[src/rtl/gpr_wb_arbiter_pkg.sv]
// Shared constants and types for the GPR write-back arbiter.
`ifndef FCU_DDATA_WIDTH
`define FCU_DDATA_WIDTH 64
`endif

package gpr_wb_arbiter_pkg;

  localparam int unsigned REG_ADDR_W = 5;
  localparam int unsigned DDATA_W    = `FCU_DDATA_WIDTH;

  // Which path owns the write port in a given cycle.
  typedef enum logic [1:0] {
    WB_SRC_NONE = 2'd0,
    WB_SRC_ALU  = 2'd1,
    WB_SRC_MEM  = 2'd2
  } wb_src_e;

  // x0 is hardwired to zero and must never see a write.
  function automatic logic rd_writable(input logic [REG_ADDR_W-1:0] rd);
    return rd != '0;
  endfunction

endpackage

[src/rtl/gpr_wb_arbiter_wb_result_fifo.sv]
// Synchronous FIFO of {rd, data} memory results with occupancy count.
module wb_result_fifo #(
  parameter int unsigned Width           = 69,
  parameter int unsigned Depth           = 2,
  parameter bit          PushPopWhenFull = 1'b1
) (
  input  logic                       clk_i,
  input  logic                       rst_i,
  input  logic                       push_i,
  input  logic [Width-1:0]           wdata_i,
  input  logic                       pop_i,
  output logic [Width-1:0]           rdata_o,
  output logic [$clog2(Depth):0]     count_o
);

  localparam int unsigned AddrW = $clog2(Depth);
  localparam int unsigned CntW  = AddrW + 1;

  logic [Width-1:0] mem_q [Depth];
  logic [AddrW-1:0] wptr_q, wptr_d;
  logic [AddrW-1:0] rptr_q, rptr_d;
  logic [CntW-1:0]  count_q, count_d;
  logic             full, empty;
  logic             push_ok, pop_ok;

  assign full  = (count_q == CntW'(Depth));
  assign empty = (count_q == '0);

  // A push into a full FIFO is legal only when the head leaves in the same cycle.
  assign pop_ok  = pop_i && !empty;
  assign push_ok = push_i && (!full || (PushPopWhenFull && pop_ok));

  // Pointer and occupancy next-state; pointers wrap naturally at power-of-two depth.
  always_comb begin
    wptr_d  = wptr_q;
    rptr_d  = rptr_q;
    count_d = count_q;
    if (push_ok) wptr_d = wptr_q + AddrW'(1);
    if (pop_ok)  rptr_d = rptr_q + AddrW'(1);
    if (push_ok && !pop_ok) begin
      count_d = count_q + CntW'(1);
    end else if (!push_ok && pop_ok) begin
      count_d = count_q - CntW'(1);
    end
  end

  // Pointer and count registers.
  always_ff @(posedge clk_i) begin
    if (rst_i) begin
      wptr_q  <= '0;
      rptr_q  <= '0;
      count_q <= '0;
    end else begin
      wptr_q  <= wptr_d;
      rptr_q  <= rptr_d;
      count_q <= count_d;
    end
  end

  // Storage; contents are don't-care while the count says empty.
  always_ff @(posedge clk_i) begin
    if (push_ok) mem_q[wptr_q] <= wdata_i;
  end

  assign rdata_o = mem_q[rptr_q];
  assign count_o = count_q;

endmodule

[src/rtl/gpr_wb_arbiter.sv]
// Write-back arbiter: merges ALU and memory results onto the single GPR write port.
module gpr_wb_arbiter
  import gpr_wb_arbiter_pkg::*;
#(
  parameter int unsigned DATA_W     = DDATA_W,
  parameter int unsigned FIFO_DEPTH = 2,
  parameter int unsigned STARVE_MAX = 4
) (
  input  logic                  clk,
  input  logic                  rst,
  input  logic                  alu_vld,
  input  logic [REG_ADDR_W-1:0] alu_rd,
  input  logic [DATA_W-1:0]     alu_data,
  output logic                  alu_rdy,
  input  logic                  mem_vld,
  input  logic [REG_ADDR_W-1:0] mem_rd,
  input  logic [DATA_W-1:0]     mem_data,
  output logic                  mem_rdy,
  output logic                  wb_en,
  output logic [REG_ADDR_W-1:0] wb_addr,
  output logic [DATA_W-1:0]     wb_data,
  output logic                  byp_vld,
  output logic [REG_ADDR_W-1:0] byp_addr,
  output logic [DATA_W-1:0]     byp_data
);

  localparam int unsigned CntW = $clog2(FIFO_DEPTH) + 1;
  localparam int unsigned StW  = $clog2(STARVE_MAX + 1);
  localparam int unsigned EntW = REG_ADDR_W + DATA_W;

  logic                  fifo_push, fifo_pop;
  logic [EntW-1:0]       fifo_wdata, fifo_rdata;
  logic [CntW-1:0]       fifo_count;
  logic                  fifo_empty;
  logic [REG_ADDR_W-1:0] head_rd;
  logic [DATA_W-1:0]     head_data;

  logic [StW-1:0]        starve_q, starve_d;
  logic                  force_mem;
  logic                  fall_through;
  wb_src_e               src;
  logic [REG_ADDR_W-1:0] sel_rd;
  logic [DATA_W-1:0]     sel_data;

  logic                  wb_en_q, wb_en_d;
  logic [REG_ADDR_W-1:0] wb_addr_q, wb_addr_d;
  logic [DATA_W-1:0]     wb_data_q, wb_data_d;

  wb_result_fifo #(
    .Width           (EntW),
    .Depth           (FIFO_DEPTH),
    .PushPopWhenFull (1'b1)
  ) u_fifo (
    .clk_i   (clk),
    .rst_i   (rst),
    .push_i  (fifo_push),
    .wdata_i (fifo_wdata),
    .pop_i   (fifo_pop),
    .rdata_o (fifo_rdata),
    .count_o (fifo_count)
  );

  assign fifo_empty = (fifo_count == '0);
  assign head_rd    = fifo_rdata[EntW-1 -: REG_ADDR_W];
  assign head_data  = fifo_rdata[DATA_W-1:0];
  assign force_mem  = (starve_q == StW'(STARVE_MAX)) && !fifo_empty;

  // Grant selection and starvation counter next-state.
  always_comb begin
    src          = WB_SRC_NONE;
    fifo_pop     = 1'b0;
    fall_through = 1'b0;
    alu_rdy      = 1'b1;
    starve_d     = starve_q;
    if (force_mem) begin
      src      = WB_SRC_MEM;
      fifo_pop = 1'b1;
      alu_rdy  = 1'b0;
      starve_d = '0;
    end else if (alu_vld) begin
      src = WB_SRC_ALU;
      if (fifo_empty) begin
        starve_d = '0;
      end else if (starve_q != StW'(STARVE_MAX)) begin
        starve_d = starve_q + StW'(1);
      end
    end else if (!fifo_empty) begin
      src      = WB_SRC_MEM;
      fifo_pop = 1'b1;
      starve_d = '0;
    end else if (mem_vld) begin
      // Empty FIFO and idle ALU: forward the memory result without storing it.
      src          = WB_SRC_MEM;
      fall_through = 1'b1;
      starve_d     = '0;
    end
  end

  // Ready reflects occupancy after this cycle's dequeue, so a full FIFO can push and pop together.
  assign mem_rdy    = (fifo_count < CntW'(FIFO_DEPTH)) || fifo_pop;
  assign fifo_push  = mem_vld && mem_rdy && !fall_through && rd_writable(mem_rd);
  assign fifo_wdata = {mem_rd, mem_data};

  // Mux the granted result and drop writes to x0.
  always_comb begin
    sel_rd   = '0;
    sel_data = '0;
    unique case (src)
      WB_SRC_ALU: begin
        sel_rd   = alu_rd;
        sel_data = alu_data;
      end
      WB_SRC_MEM: begin
        sel_rd   = fall_through ? mem_rd   : head_rd;
        sel_data = fall_through ? mem_data : head_data;
      end
      default: ;
    endcase
    wb_en_d   = (src != WB_SRC_NONE) && rd_writable(sel_rd);
    wb_addr_d = wb_en_d ? sel_rd   : '0;
    wb_data_d = wb_en_d ? sel_data : '0;
  end

  // Registered write port and starvation counter.
  always_ff @(posedge clk) begin
    if (rst) begin
      starve_q  <= '0;
      wb_en_q   <= 1'b0;
      wb_addr_q <= '0;
      wb_data_q <= '0;
    end else begin
      starve_q  <= starve_d;
      wb_en_q   <= wb_en_d;
      wb_addr_q <= wb_addr_d;
      wb_data_q <= wb_data_d;
    end
  end

  assign wb_en    = wb_en_q;
  assign wb_addr  = wb_addr_q;
  assign wb_data  = wb_data_q;
  assign byp_vld  = wb_en_q;
  assign byp_addr = wb_addr_q;
  assign byp_data = wb_data_q;

`ifndef SYNTHESIS
  logic                  stall_q;
  logic [REG_ADDR_W-1:0] stall_rd_q;
  logic [DATA_W-1:0]     stall_data_q;

  // Remember a refused memory result so the source's hold can be checked next cycle.
  always_ff @(posedge clk) begin
    stall_q      <= !rst && mem_vld && !mem_rdy;
    stall_rd_q   <= mem_rd;
    stall_data_q <= mem_data;
  end

  // A refused memory result must still be presented unchanged.
  always_ff @(posedge clk) begin
    if (!rst && stall_q) begin
      assert (mem_vld && (mem_rd == stall_rd_q) && (mem_data == stall_data_q));
    end
  end
`endif

endmodule
[config.mk]
export PLATFORM = sky130hd
export DESIGN_NAME = gpr_wb_arbiter
export DESIGN_NICKNAME = d
export VERILOG_FILES = /design/src/rtl/gpr_wb_arbiter_pkg.sv /design/src/rtl/gpr_wb_arbiter_wb_result_fifo.sv /design/src/rtl/gpr_wb_arbiter.sv
export SDC_FILE = /design/constraint.sdc
export NUM_CORES = 1
export LEC_CHECK = 0
export ABC_AREA = 0
export CAP_MARGIN = 10
export CORE_UTILIZATION = 53
export CTS_BUF_LIST = sky130_fd_sc_hd__clkbuf_4
export DETAILED_ROUTE_END_ITERATION = 10
export PLACE_DENSITY = 0.89
export SYNTH_ARGS = -nofsm -noshare
export SYNTH_HDL_FRONTEND = slang
export SYNTH_SLANG_ARGS = --single-unit
[constraint.sdc]
create_clock -name clk -period 9.7 [get_ports clk]
set_input_delay 1.94 -clock clk [delete_from_list [all_inputs] [get_ports clk]]
set_output_delay 1.94 -clock clk [all_outputs]
set_load 0.02 [all_outputs]
==> results.md <==
* Reg-to-reg setup timing slack at 5.99 ns
* Effective utilization at floorplan at 0.546
* Clock insertion delay at the later pin of the skew report at 0.65 ns
* Detail-routed via count per cell at 5.51
* Net switching power of the design at 0.998 mW
* Seq. cell area at 5710 sq um
* Worst slew margin relative to its limit at 0.182
* Global Route Usage Sum at 0.245
* DR pass1 iterations at 4
* Core region area at 17,400 sq um
* Category of the most critical setup path: input pin to primary output
* Largest net degree at the start of global routing at 89
* Worst flop-to-flop path endpoint: byp_data[60]$_SDFF_PP0_
* Distinct cell type count after synthesis at 40
* Placed Instances at 1,130
* Area Overhead vs Synth at 32.2%
* Synthesized area per cell at 12.8 sq um
* Area share of the largest cell type after synthesis at 0.435
* FMAX at 0.188 GHz
* # IOs at 284
* Maximum capacitance violations at 0
* Number of standard cells after synthesis at 746
* Total detailed-routing wirelength at 22.8 mm
* Number of antenna violations at the first check in global routing at 2
* Worst hold-check slack at 0.517 ns
* Unrepaired setup endpoints after global routing: false
* Number of DRC markers after the initial detailed-route iteration at 327
* Largest stage delay on the critical path at 0.69 ns
* Dominant synthesized flop cell: edfxtp_1
* CP Buf/Inv Count at 2
* Worst setup skew after layout at 0.0224 ns
* Antenna-violating nets left at 0
* Worst min path class: flip-flop to flip-flop
* Leakage power at 4.24 nW
* Sequential fraction of the synthesis area at 0.600
* Nature of the critical path startpoint: input pin
* Number of global-route vias before repair at 7,000
* Final cycle utilization of the critical path at 0.549
* Clock transition time at the flip-flop clock pins of the worst setup and hold paths at 0.07 ns
* Most common cell in the netlist: edfxtp_1
* Worst IR drop on VDD at 0.000134 V
* CP most frequent cell: clkdlybuf4s50_1
* Number of buffers inserted by hold repair at cts at 0
* Post_cts resized at 0
* Synthesized net count at 891
* Net count of the finished layout at 1,105
* Average wire per cell in the routed design at 18.5 microns
* Chip width at 136 microns
* Number of synthesized flops with an enable pin at 138
* Placer congestion estimate at 0.774
* CTS tree: done
* CP delay by family, top: buffers and inverters
* Logic pwr share at 0.327
* Synth Register Bits at 216
* Portion of total power attributed to sequential cells at 0.417
* Cell Count, Final, Fillers Out at 1,231
* Setup bufs post-CTS at 0
* List of most frequent post-synthesis cells: 138 x edfxtp_1, 82 x nor2_1, 79 x a211oi_1, 78 x dfxtp_1, 71 x buf_4
* Design internal power at 1.99 mW
* Worst Tran Pin Value at 1.23 ns
* Total non-filler cell area in the finished layout at 12,600 sq um
* Clock H-tree levels at 2
* Vias post-DR at 6,788
* Required arrival time at the worst endpoint at 7.76 ns
* HPWL Detailed at 14.6 mm
* Cell row count at 48
* Depth of the most critical reg-to-reg path at 7
* Post-detailed-placement cell area at 11,900 sq um
* Port Buffer Count at 283
* Series of cell instances along the critical path: clkdlybuf4s50_1, nand3_1, clkdlybuf4s50_1
* Fraction of layout cells with a size suffix above 1 at 0.165
* Power density cells at 238 nW/um^2
* Outcome: finished, final reports clean
* Net switching share of the total power at 0.334
* Wire length of the first global-routing pass at 34.8 mm
* Residual overflow from global routing at 0
* Height of the die at 136 microns
* Total DRC errors in the routed layout at 0
* Number of failing setup endpoints in the final timing report at 0
* Fillers at 1,200
* Sink Count at 216
* Number of warnings reported in the yosys synthesis log at 0
* Min cycle time layout at 5.33 ns
* Cell taking the most area after synthesis: edfxtp_1
* Worst hold start: u_fifo.rptr_q$_SDFFE_PP0N_
* Cell count of the worst hold path at 2
* Biggest fanout along the worst timing path at 10
* Final Max Slew Viols at 0
* Multi-input gate area in the final layout at 2960 sq um
* Share of synthesized registers carrying an async set or reset at 0
* Combined area of all synthesized cells at 9520 sq um
* Kind of end point of the critical path: primary output
* Total Neg Setup Slack at 0 ns
* Biggest area contributors in the synthesized netlist: edfxtp_1 44%, dfxtp_1 16%, mux2i_1 7.3%
* Number of buffers inserted during clock tree synthesis at 53
* Worst min-delay path endpoint: u_fifo.rptr_q$_SDFFE_PP0N_
* Portion of total power attributed to the clock network at 0.257
* Crit Reg-Reg Startpoint: u_fifo.count_o[0]$_SDFFE_PP0P_
* DIE AREA at 18,500 sq um
* Hold violation total from the final report at 0
* Clock tree buffer depth at 3
* Slowest cell on the critical path: clkdlybuf4s50_1
* Data arrival, critical path at 3.39 ns
* CTS root buffer: clkbuf_4
[sequential cells by signal, indices dropped and copies added (netlist names), named ones only]
name and flops:
u_fifo.mem_q 138, byp_data 64, u_fifo.count_o 2, starve_q 3, u_fifo.rptr_q 1, byp_vld 1
u_fifo.wptr_q 1, byp_addr 5
[final cells by class]
| type | instances | share of cell area |
|---|---|---|
| Clock inverter | 9 | 0.00269 |
| Timing Repair Buffer | 292 | 0.231 |
| Clock buffer | 90 | 0.0537 |
| Tap cell | 225 | 0.0224 |
| Antenna cell | 2 | 0.000398 |
| Multi-Input combinational cell | 394 | 0.236 |
| Sequential cell | 216 | 0.454 |
| Inverter | 3 | 0.000895 |
[worst max path at each step]
stage          slack [ns]     from  depth (start not counted)                      endpoint
2_1_floorplan        3.20  alu_vld                          6  u_fifo.mem_q[0][0]$_DFFE_PP_
6_report             4.37  alu_vld                          3                       mem_rdy
3_3_place_gp         4.08  alu_vld                          8       byp_data[48]$_SDFF_PP0_
5_1_grt              4.27  alu_vld                          8       byp_data[60]$_SDFF_PP0_
4_1_cts              4.37  alu_vld                          3                       mem_rdy
3_5_place_dp         3.88  alu_vld                          8       byp_data[60]$_SDFF_PP0_
[tightest hold or removal path: cells and delay by family (launching register included)]
kind | cells | cell delay, ns
xor+xnor | 1 | 0.08
flops | 1 | 0.33
simple gates | 1 | 0.07
[power groups by stage]
stage	Sequential (mW)	Combinational, mW	Clock [mW]
finish	1.25	0.978	0.767
detailed placement	1.27	0.981	0
global placement	1.26	0.957	0
global route	1.26	1.04	0.830
CTS	1.25	0.987	0.784
floorplan	1.29	0.653	0
[layout by cell type, fill, tap and decap left out, types with 3 or more instances in the layout]
| cell | n |
|---|---|
| clkinv_1 | 7 |
| nor2_1 | 82 |
| ha_1 | 3 |
| buf_4 | 9 |
| a211oi_2 | 53 |
| a211oi_1 | 79 |
| nand2_1 | 5 |
| clkbuf_4 | 90 |
| clkdlybuf4s50_1 | 283 |
| mux2i_1 | 69 |
| dfxtp_1 | 77 |
| inv_2 | 3 |
| xor2_1 | 4 |
| a21oi_1 | 70 |
| edfxtp_1 | 138 |
[metrics by stage]
stage	worst slack (ns)	utilization	total power, mW
floorplan	3.20	-	1.94
global placement	4.08	0.681	2.22
detailed placement	3.88	0.681	2.25
CTS	4.37	0.722	3.02
global route	4.27	0.722	3.13
finish	4.37	0.722	2.99
[cell families after synthesis]
kind of cell	count (synthesis)	synth area share
and+or+nand+nor	102	0.0455
muxes	70	0.0738
xor gates and xnor gates	6	0.00552
DFF	216	0.600
adders and majority gates	3	0.00394
AOI/OAI and AO/OA	213	0.180
buffers and inverters	136	0.0922
[per-layer routing]
metal,vias to the layer above,wire (microns),track usage
met1,3218,8500,0.277
met3,57,1620,0.0515
met2,310,11800,0.433
met4,0,856,0.128
met5,-,0,0
li1,3203,-,-
No activity file was read; power rests on OpenSTA's default activity.
